File: config.mk
export PLATFORM = sky130hd
export DESIGN_NAME = core_sequencer_flat
export DESIGN_NICKNAME = d
export VERILOG_FILES = /design/src/rtl/core_sequencer_pkg.sv /design/src/rtl/core_sequencer_if.sv /design/src/rtl/core_sequencer.sv /design/src/flat_wrapper.sv
export SDC_FILE = /design/constraint.sdc
export NUM_CORES = 1
export LEC_CHECK = 0
export CAP_MARGIN = 5
export CORE_ASPECT_RATIO = 1.75
export CORE_MARGIN = 10
export CORE_UTILIZATION = 35
export CTS_CLUSTER_DIAMETER = 40
export CTS_CLUSTER_SIZE = 12
export DETAILED_ROUTE_END_ITERATION = 8
export GPL_TIMING_DRIVEN = 0
export PLACE_DENSITY = 0.62
export SYNTH_ARGS = -nofsm -noshare
export SYNTH_HDL_FRONTEND = slang
export SYNTH_SLANG_ARGS = --single-unit
File: constraint.sdc
create_clock -name Clk -period 3.09 [get_ports Clk]
set_clock_uncertainty 0.2 [all_clocks]
set_input_delay 0.618 -clock Clk [delete_from_list [all_inputs] [get_ports Clk]]
set_output_delay 0.618 -clock Clk [all_outputs]
set_load 0.05 [all_outputs]
File: src/rtl/core_sequencer_pkg.sv
// rtl/core_sequencer_pkg.sv - shared states, opcode constants and decode helpers for the sequencer
package core_sequencer_pkg;

    typedef enum logic [2:0] {
        ST_IDLE     = 3'd0,
        ST_FETCH    = 3'd1,
        ST_EXEC     = 3'd2,
        ST_MEM_WAIT = 3'd3,
        ST_HALT     = 3'd4
    } state_t;

    localparam logic [4:0] OP_LW        = 5'b00010;
    localparam logic [4:0] OP_SW        = 5'b00011;
    localparam logic [8:0] INSTR_HALT   = 9'h1FF;
    localparam logic [1:0] CLASS_BRANCH = 2'b11;

    function automatic logic is_load(input logic [8:0] instr);
        return instr[8:4] == OP_LW;
    endfunction

    function automatic logic is_store(input logic [8:0] instr);
        return instr[8:4] == OP_SW;
    endfunction

    // The halt word also carries the branch class bits, so callers test halt first.
    function automatic logic is_branch(input logic [8:0] instr);
        return instr[8:7] == CLASS_BRANCH;
    endfunction

    function automatic logic is_busy(input state_t st);
        return (st == ST_FETCH) || (st == ST_EXEC) || (st == ST_MEM_WAIT);
    endfunction

endpackage

File: src/rtl/core_sequencer_if.sv
// rtl/core_sequencer_if.sv - control, ROM, decoder and data-memory signals of the sequencer
interface core_sequencer_if #(
    parameter int PCW = 10,
    parameter int W   = 8
);
    logic           Start;
    logic [8:0]     InstrIn;
    logic           BranchUp;
    logic           BranchDown;
    logic [W-1:0]   PCTarget;
    logic [PCW-1:0] PC;
    logic [8:0]     IR;
    logic           RegWrEn;
    logic           MemReq;
    logic           MemWe;
    logic           Busy;
    logic           Done;
    logic [15:0]    CycleCount;

    modport master (
        input  Start, InstrIn, BranchUp, BranchDown, PCTarget,
        output PC, IR, RegWrEn, MemReq, MemWe, Busy, Done, CycleCount
    );

    modport slave (
        output Start, InstrIn, BranchUp, BranchDown, PCTarget,
        input  PC, IR, RegWrEn, MemReq, MemWe, Busy, Done, CycleCount
    );
endinterface

File: src/rtl/core_sequencer.sv
// rtl/core_sequencer.sv - fetch/execute sequencer with multi-cycle memory wait and halt
module core_sequencer
    import core_sequencer_pkg::*;
#(
    parameter int PCW     = 10,
    parameter int W       = 8,
    parameter int MEM_LAT = 2
) (
    input  logic                Clk,
    input  logic                Reset,
    core_sequencer_if.master    bus
);

    localparam int CW = $clog2(MEM_LAT) + 1;

    state_t         state, state_next;
    logic [PCW-1:0] pc, pc_next;
    logic [8:0]     ir, ir_next;
    logic [CW-1:0]  lat_cnt, lat_cnt_next;
    logic [15:0]    cycle_count, cycle_count_next;
    logic           reg_wr_en;
    logic [PCW-1:0] target;

    // Branch distance is unsigned; sums below wrap naturally at PCW bits.
    assign target = PCW'(bus.PCTarget);

    // State and datapath registers; reset wins over everything including a pending memory wait.
    always_ff @(posedge Clk) begin
        if (Reset) begin
            state       <= ST_IDLE;
            pc          <= '0;
            ir          <= '0;
            lat_cnt     <= '0;
            cycle_count <= '0;
        end else begin
            state       <= state_next;
            pc          <= pc_next;
            ir          <= ir_next;
            lat_cnt     <= lat_cnt_next;
            cycle_count <= cycle_count_next;
        end
    end

    // Next-state, PC update and register-write strobe, decoded from state and the latched IR only.
    always_comb begin
        state_next       = state;
        pc_next          = pc;
        ir_next          = ir;
        lat_cnt_next     = lat_cnt;
        cycle_count_next = cycle_count;
        reg_wr_en        = 1'b0;

        if (is_busy(state) && (cycle_count != 16'hFFFF)) begin
            cycle_count_next = cycle_count + 16'd1;
        end

        case (state)
            ST_IDLE: begin
                pc_next = '0;
                if (bus.Start) begin
                    state_next       = ST_FETCH;
                    cycle_count_next = '0;
                end
            end
            ST_FETCH: begin
                ir_next    = bus.InstrIn;
                state_next = ST_EXEC;
            end
            ST_EXEC: begin
                if (ir == INSTR_HALT) begin
                    state_next = ST_HALT;
                end else if (is_load(ir) || is_store(ir)) begin
                    state_next   = ST_MEM_WAIT;
                    lat_cnt_next = CW'(MEM_LAT - 1);
                end else if (is_branch(ir)) begin
                    state_next = ST_FETCH;
                    if (bus.BranchDown) begin
                        pc_next = pc + target;
                    end else if (bus.BranchUp) begin
                        pc_next = pc - target;
                    end else begin
                        pc_next = pc + PCW'(1);
                    end
                end else begin
                    reg_wr_en  = 1'b1;
                    pc_next    = pc + PCW'(1);
                    state_next = ST_FETCH;
                end
            end
            ST_MEM_WAIT: begin
                if (lat_cnt == '0) begin
                    reg_wr_en  = is_load(ir);
                    pc_next    = pc + PCW'(1);
                    state_next = ST_FETCH;
                end else begin
                    lat_cnt_next = lat_cnt - CW'(1);
                end
            end
            ST_HALT: begin
                if (bus.Start) begin
                    pc_next          = '0;
                    cycle_count_next = '0;
                    state_next       = ST_FETCH;
                end
            end
            default: begin
                state_next = ST_IDLE;
            end
        endcase
    end

    assign bus.PC         = pc;
    assign bus.IR         = ir;
    assign bus.RegWrEn    = reg_wr_en;
    assign bus.MemReq     = (state == ST_MEM_WAIT);
    assign bus.MemWe      = (state == ST_MEM_WAIT) && is_store(ir);
    assign bus.Busy       = is_busy(state);
    assign bus.Done       = (state == ST_HALT);
    assign bus.CycleCount = cycle_count;

endmodule

File: src/flat_wrapper.sv
// flat-port wrapper written by rule: the top's interface ports become plain ports
module core_sequencer_flat import core_sequencer_pkg::*;
#(
    parameter int PCW     = 10,
    parameter int W       = 8,
    parameter int MEM_LAT = 2
)
  (Clk, Reset, bus_Start, bus_InstrIn, bus_BranchUp, bus_BranchDown, bus_PCTarget, bus_PC, bus_IR, bus_RegWrEn, bus_MemReq, bus_MemWe, bus_Busy, bus_Done, bus_CycleCount);
  core_sequencer_if #(.PCW(PCW), .W(W)) bus_i ();
  input  logic Clk;
  input  logic Reset;
  input wire logic [$bits(bus_i.Start)-1:0] bus_Start;
  input wire logic [$bits(bus_i.InstrIn)-1:0] bus_InstrIn;
  input wire logic [$bits(bus_i.BranchUp)-1:0] bus_BranchUp;
  input wire logic [$bits(bus_i.BranchDown)-1:0] bus_BranchDown;
  input wire logic [$bits(bus_i.PCTarget)-1:0] bus_PCTarget;
  output wire logic [$bits(bus_i.PC)-1:0] bus_PC;
  output wire logic [$bits(bus_i.IR)-1:0] bus_IR;
  output wire logic [$bits(bus_i.RegWrEn)-1:0] bus_RegWrEn;
  output wire logic [$bits(bus_i.MemReq)-1:0] bus_MemReq;
  output wire logic [$bits(bus_i.MemWe)-1:0] bus_MemWe;
  output wire logic [$bits(bus_i.Busy)-1:0] bus_Busy;
  output wire logic [$bits(bus_i.Done)-1:0] bus_Done;
  output wire logic [$bits(bus_i.CycleCount)-1:0] bus_CycleCount;
  assign bus_i.Start = bus_Start;
  assign bus_i.InstrIn = bus_InstrIn;
  assign bus_i.BranchUp = bus_BranchUp;
  assign bus_i.BranchDown = bus_BranchDown;
  assign bus_i.PCTarget = bus_PCTarget;
  assign bus_PC = bus_i.PC;
  assign bus_IR = bus_i.IR;
  assign bus_RegWrEn = bus_i.RegWrEn;
  assign bus_MemReq = bus_i.MemReq;
  assign bus_MemWe = bus_i.MemWe;
  assign bus_Busy = bus_i.Busy;
  assign bus_Done = bus_i.Done;
  assign bus_CycleCount = bus_i.CycleCount;
  core_sequencer #(.PCW(PCW), .W(W), .MEM_LAT(MEM_LAT)) u_core (.Clk(Clk), .Reset(Reset), .bus(bus_i));
endmodule
# Word-level counts from Yosys, hierarchy flattened
# Index checks and enable logic that the tools add are counted.
# totals
out_inout_bits	40
wordCells	64
input_bits	22
reg_bits	40
# classes
n_mux	25
eq_ne	16
n_reduce_logical	13
add_sub_neg	5
# ops
op	n
two-way mux 10 bit	7
two-way mux 16 bit	3
one-hot mux 10 bit (4 select lines)	1
adder 16 x 1 -> 16 bit, second input constant	1
!= test 16 bit, second input constant	1
one-hot mux 3 bit (4 select lines)	1
adder 10 x 1 -> 10 bit, second input constant	1
adder 10 x 8 -> 10 bit	1
equality test 5 x 2 -> 1 bit, second input constant	2
subtractor 10 x 8 -> 10 bit	1
equality test 9 bit, second input constant	1
two-way mux 3 bit	3
two-way mux 2 bit	4
!= test 2 bit, second input constant	4
equality test 3 x 2 -> 1 bit, second input constant	2
!= test 2 x 1 -> 1 bit, second input constant	3
AND reduction 5 bit	1
two-way mux 1 bit	4
one-hot mux 2 bit (2 select lines)	1
AND reduction 4 bit	1
nonzero test 4 bit	1
equality test 3 x 1 -> 1 bit, second input constant	1
equality test 3 bit, second input constant	1
zero test 3 bit	1
other kinds (9)	12

# Logic depth before layout (Yosys ltp)
# depth
word_depth	7
ltp_mapped	9
mapped_depth_nobuf	9

# Worst setup path before layout
# Ideal clock, no wire load.
# synth_path
path_kind	register to output
from	register u_core.ir[7], in the netlist u_core.bus.IR[7]
to	output bus_RegWrEn
t_arrival_ns	2.083
stages_incl_launch_ff	4
path_slack_ns	0.189
required_ns	2.272
path_buffers	0
path_cell_list	dfxtp_1 -> nor4b_2 -> or3b_2 -> a21oi_1
# synth_between
elab_chain_cells	5
word_cells_on_any_way	10
classes_between	eq/ne (4); mux (5); reduce/logical (1)
# synth_lines
item	line_no	text
start: declaration	core_sequencer.sv:18	logic [8:0] ir, ir_next;
start signal: assignment	core_sequencer.sv:38	ir <= ir_next;
equality test 5 x 2 -> 1 bit, or another cell as far along	core_sequencer_pkg.sv:18	return instr[8:4] == OP_LW;
logical OR 1 bit / two-way mux 1 bit (equally long branches)	core_sequencer.sv:72, core_sequencer.sv:75	
two-way mux 1 bit	core_sequencer.sv:72	end else if (is_load(ir) || is_store(ir)) begin
two-way mux 1 bit	core_sequencer.sv:70	if (ir == INSTR_HALT) begin
one-hot mux 1 bit (2 select lines) (*)	core_sequencer.sv:57	case (state)
end: declaration	flat_wrapper.sv:19	output wire logic [$bits(bus_i.RegWrEn)-1:0] bus_RegWrEn;
# Every way passes the cells marked *; elsewhere a longest branch is shown, timed or not.

# Worst setup path in the final report
# layout_path
from	input bus_PCTarget[1]
to	register u_core.pc[7], in the netlist u_core.bus.PC[7]
# layout_between
elab_chain_cells	7
word_cells_on_any_way	8
classes_between	add/sub (2); mux (6)
# layout_lines
item	line_no	text
start: declaration	flat_wrapper.sv:16	input wire logic [$bits(bus_i.PCTarget)-1:0] bus_PCTarget;
subtractor 10 x 8 -> 10 bit	core_sequencer.sv:80	pc_next = pc - target;
two-way mux 10 bit	core_sequencer.sv:79	end else if (bus.BranchUp) begin
two-way mux 10 bit (*)	core_sequencer.sv:77	if (bus.BranchDown) begin
two-way mux 10 bit (*)	core_sequencer.sv:75	end else if (is_branch(ir)) begin
two-way mux 10 bit (*)	core_sequencer.sv:72	
two-way mux 10 bit (*)	core_sequencer.sv:70	
one-hot mux 10 bit (4 select lines) (*)	core_sequencer.sv:57	
end signal: assignment	core_sequencer.sv:37	pc <= pc_next;
end: declaration	core_sequencer.sv:17	logic [PCW-1:0] pc, pc_next;
# Every way passes the cells marked *; elsewhere a longest branch is shown, timed or not. The select of a mux whose other input is x is not followed.
# A chain may end at the register's enable or synchronous reset.

==> out/results.tsv <==
metric	value	unit
outcome	finished, final reports clean	
syn2layout_area_growth	30.30	%
clock_latency	0.28	ns
synth_seq_cells	40	
placed_area	0.003672	mm2
hold_violations	0	
finalSetupViolCount	0	
critical_path_class	in -> reg	
synth.distinct_cells	64	
p_comb_share	18.9	%
arrival	3.01	ns
dp_slack	-0.4857	ns
cts_max_level	2	
clock_sinks	40	
dp.cells	533	
insertedDiodeCount	0	
cts_max_path_buffers	2	
ir_worst_vdd	193.9	uV
syn_inst	381	
layout.cells.most_common_list	clkdlybuf4s50_1, nor2_1, dfxtp_1, nand2_1, a21oi_1	
final_util	46.65	%
grt_usage	14.34	%
layout_commonest_cell	clkdlybuf4s50_1	
die_w	89.48	um
min_path_type	reg -> reg	
slew_headroom	53.93	%
drtIter0Drc	90	
finalPower	1.331	mW
crit_required	3.06	ns
fin_crit_sh	98.35	%
drive_gt1_share	6.040	%
via_per_inst	5.521	
wl_per_cell	16.48	um
rows	44	
synth.cell_area	0.002957	mm2
vias	2976	
start_kind	input pin	
drc_errors	0	
dieArea	0.01267	mm2
grt_pass1_vias	2980	
die_h	141.6	um
coreArea	0.008258	mm2
ys_warn_count	0	
cts_inserted_buffers	5	
grt_max_degree	12	
synth_edf_count	0	
internal-power	0.9646	mW
place_congestion	0.9020	
multiInputGateArea	0.002018	mm2
slowest_stage	clkdlybuf4s50_1	
finalWorstSetupSlack	0.05102	ns
antenna_found_initial	0	
grt_pass1_wl	14390	um
p_sw	0.3660	mW
avgSynthCellArea	7.760	um2
rsz0062_at_grt	yes	
power_density	345.4	mW/mm2
leakage	1.473	nW
floorplan.initialDensity	35.80	%
ys.flop_type	dfxtp_1	
fin_nets	490	
final-seq-area	800.8	um2
clk_pin_slew	0.05	ns
ctsHoldBuffers	0	
fmax	329.1	MHz
totalWireLength	8885	um
instances_no_fill	539	
clkPwrFrac	40.4	%
port-buffer-count	60	
final_area	0.003852	mm2
p_sw_share	27.51	%
critical_path_peak_fanout	4	
drv_cap	0	
endpoint_kind	flop	
cts_setup_buffers	0	
ant_nets	0	
synthArstFlopShare	0	%
grt_overflow	0	
cts-root-buf	clkbuf_16	
cts_tree	built	
critical_path.max_stage_delay	0.54	ns
firstDrtPassIters	4	
seq_area_frac_synth	27.08	%
seqPwrFrac	40.6	%
fillers	848	
syn_nets	424	
io_pins	62	
slew_violations	0	
dp_hpwl	7138	um
tightest_slew	0.6865	ns
crit_chain	clkdlybuf4s50_1, inv_1, ha_1, nand2b_1, a211o_1, a21oi_2, o22ai_1, mux2i_1, o311a_1	
period_needed	3.039	ns
critical path: cells and delay by family:
family / cells / cell delay (ns)
AOI/OAI and AO/OA: 4 / 1.13
buffers and inverters: 2 / 0.64
adders and majority gates: 1 / 0.28
and+or+nand+nor: 1 / 0.18
muxes: 1 / 0.16
repair_timing:
action / 4_1_cts / 5_1_grt
endpoints found under the setup margin: 5 / 4
pin swaps: 0 / 2
resized for setup: 6 / 3
per-stage QoR:
step	setup TNS, ns	hold slack [ns]
2_1_floorplan	0	0.2776
3_3_place_gp	-1.499	0.3003
3_5_place_dp	-1.661	0.3075
4_1_cts	0	0.3148
5_1_grt	-0.001628	0.3432
6_report	0	0.3096
power groups by stage:
stage	sequential (mW)	combinational (mW)	clock (mW)
3_3_place_gp	0.552	0.247	0
2_1_floorplan	0.583	0.130	0
3_5_place_dp	0.552	0.250	0
5_1_grt	0.543	0.275	0.565
4_1_cts	0.541	0.252	0.553
6_report	0.541	0.252	0.538
registers in the layout (all words and copies together), names as in the netlist:
signal / flops
u_core.bus.CycleCount: 16
u_core.bus.IR: 9
u_core.bus.PC: 10
u_core.lat_cnt: 2
u_core.state: 3
metal layers:
metal / part of all wire, % / vias up / track usage (%)
li1: - / 1509 / -
met1: 36 / 1377 / 14.00
met5: 0 / - / 0
met2: 56 / 70 / 26.74
met4: 3.5 / 0 / 8.333
met3: 4.5 / 20 / 2.294
cell families after synthesis:
family	share of synthesized area [%]
AND/OR/NAND/NOR	27.51
buffers and inverters	5.713
XOR/XNOR	5.036
AO/OA/AOI/OAI	21.16
adder cells (fa/ha/maj)	9.395
multiplexers	4.105
flip-flops	27.08
layout make-up:
class	count	area share, %
flip-flops and latches	40	20.79
inverters	22	2.144
plain buffers	17	2.144
repair buffers	60	15.59
clock buffers	7	3.962
well taps	92	2.988
multi-input cells	301	52.39
path summary, 6_finish.rpt:
kind	startpoint	endpoint	slack, ns	depth (start not counted)
worst max-delay path	bus_PCTarget[1]	u_core.bus.PC[7]$_SDFFE_PP0P_	0.05	9
worst min-delay path	u_core.bus.CycleCount[12]$_SDFF_PP0_	u_core.bus.CycleCount[12]$_SDFF_PP0_	0.31	2
worst max register to register	u_core.bus.PC[0]$_SDFFE_PP0P_	u_core.bus.PC[8]$_SDFFE_PP0P_	0.45	9
worst min register to register	u_core.bus.CycleCount[12]$_SDFF_PP0_	u_core.bus.CycleCount[12]$_SDFF_PP0_	0.31	2
cell usage after synthesis, drive strengths merged (3+ instances only):
cell type | count | share of area [%]
buf | 9 | 1.8
o21ai | 19 | 3.2
xor2 | 13 | 3.9
o21a | 3 | 0.76
nand2 | 28 | 3.6
and4 | 3 | 0.89
nand3b | 4 | 1.0
inv | 22 | 2.8
o211ai | 3 | 0.76
xnor2 | 4 | 1.2
a31oi | 3 | 0.63
nand4 | 6 | 1.3
nand3 | 15 | 2.7
o221ai | 3 | 0.89
and2 | 4 | 0.85
nand4b | 3 | 0.89
a21oi | 28 | 4.7
nor2b | 5 | 1.1
a211oi | 3 | 0.76
and3 | 4 | 0.85
or3 | 6 | 1.3
ha | 19 | 8.0
nand2b | 7 | 1.5
dfxtp | 40 | 27
clkbuf | 9 | 1.1
nor3 | 12 | 2.0
nor2 | 48 | 6.1
nor4 | 5 | 1.3
mux2i | 11 | 3.7
Note: power is estimated with default switching activity, not from simulation.
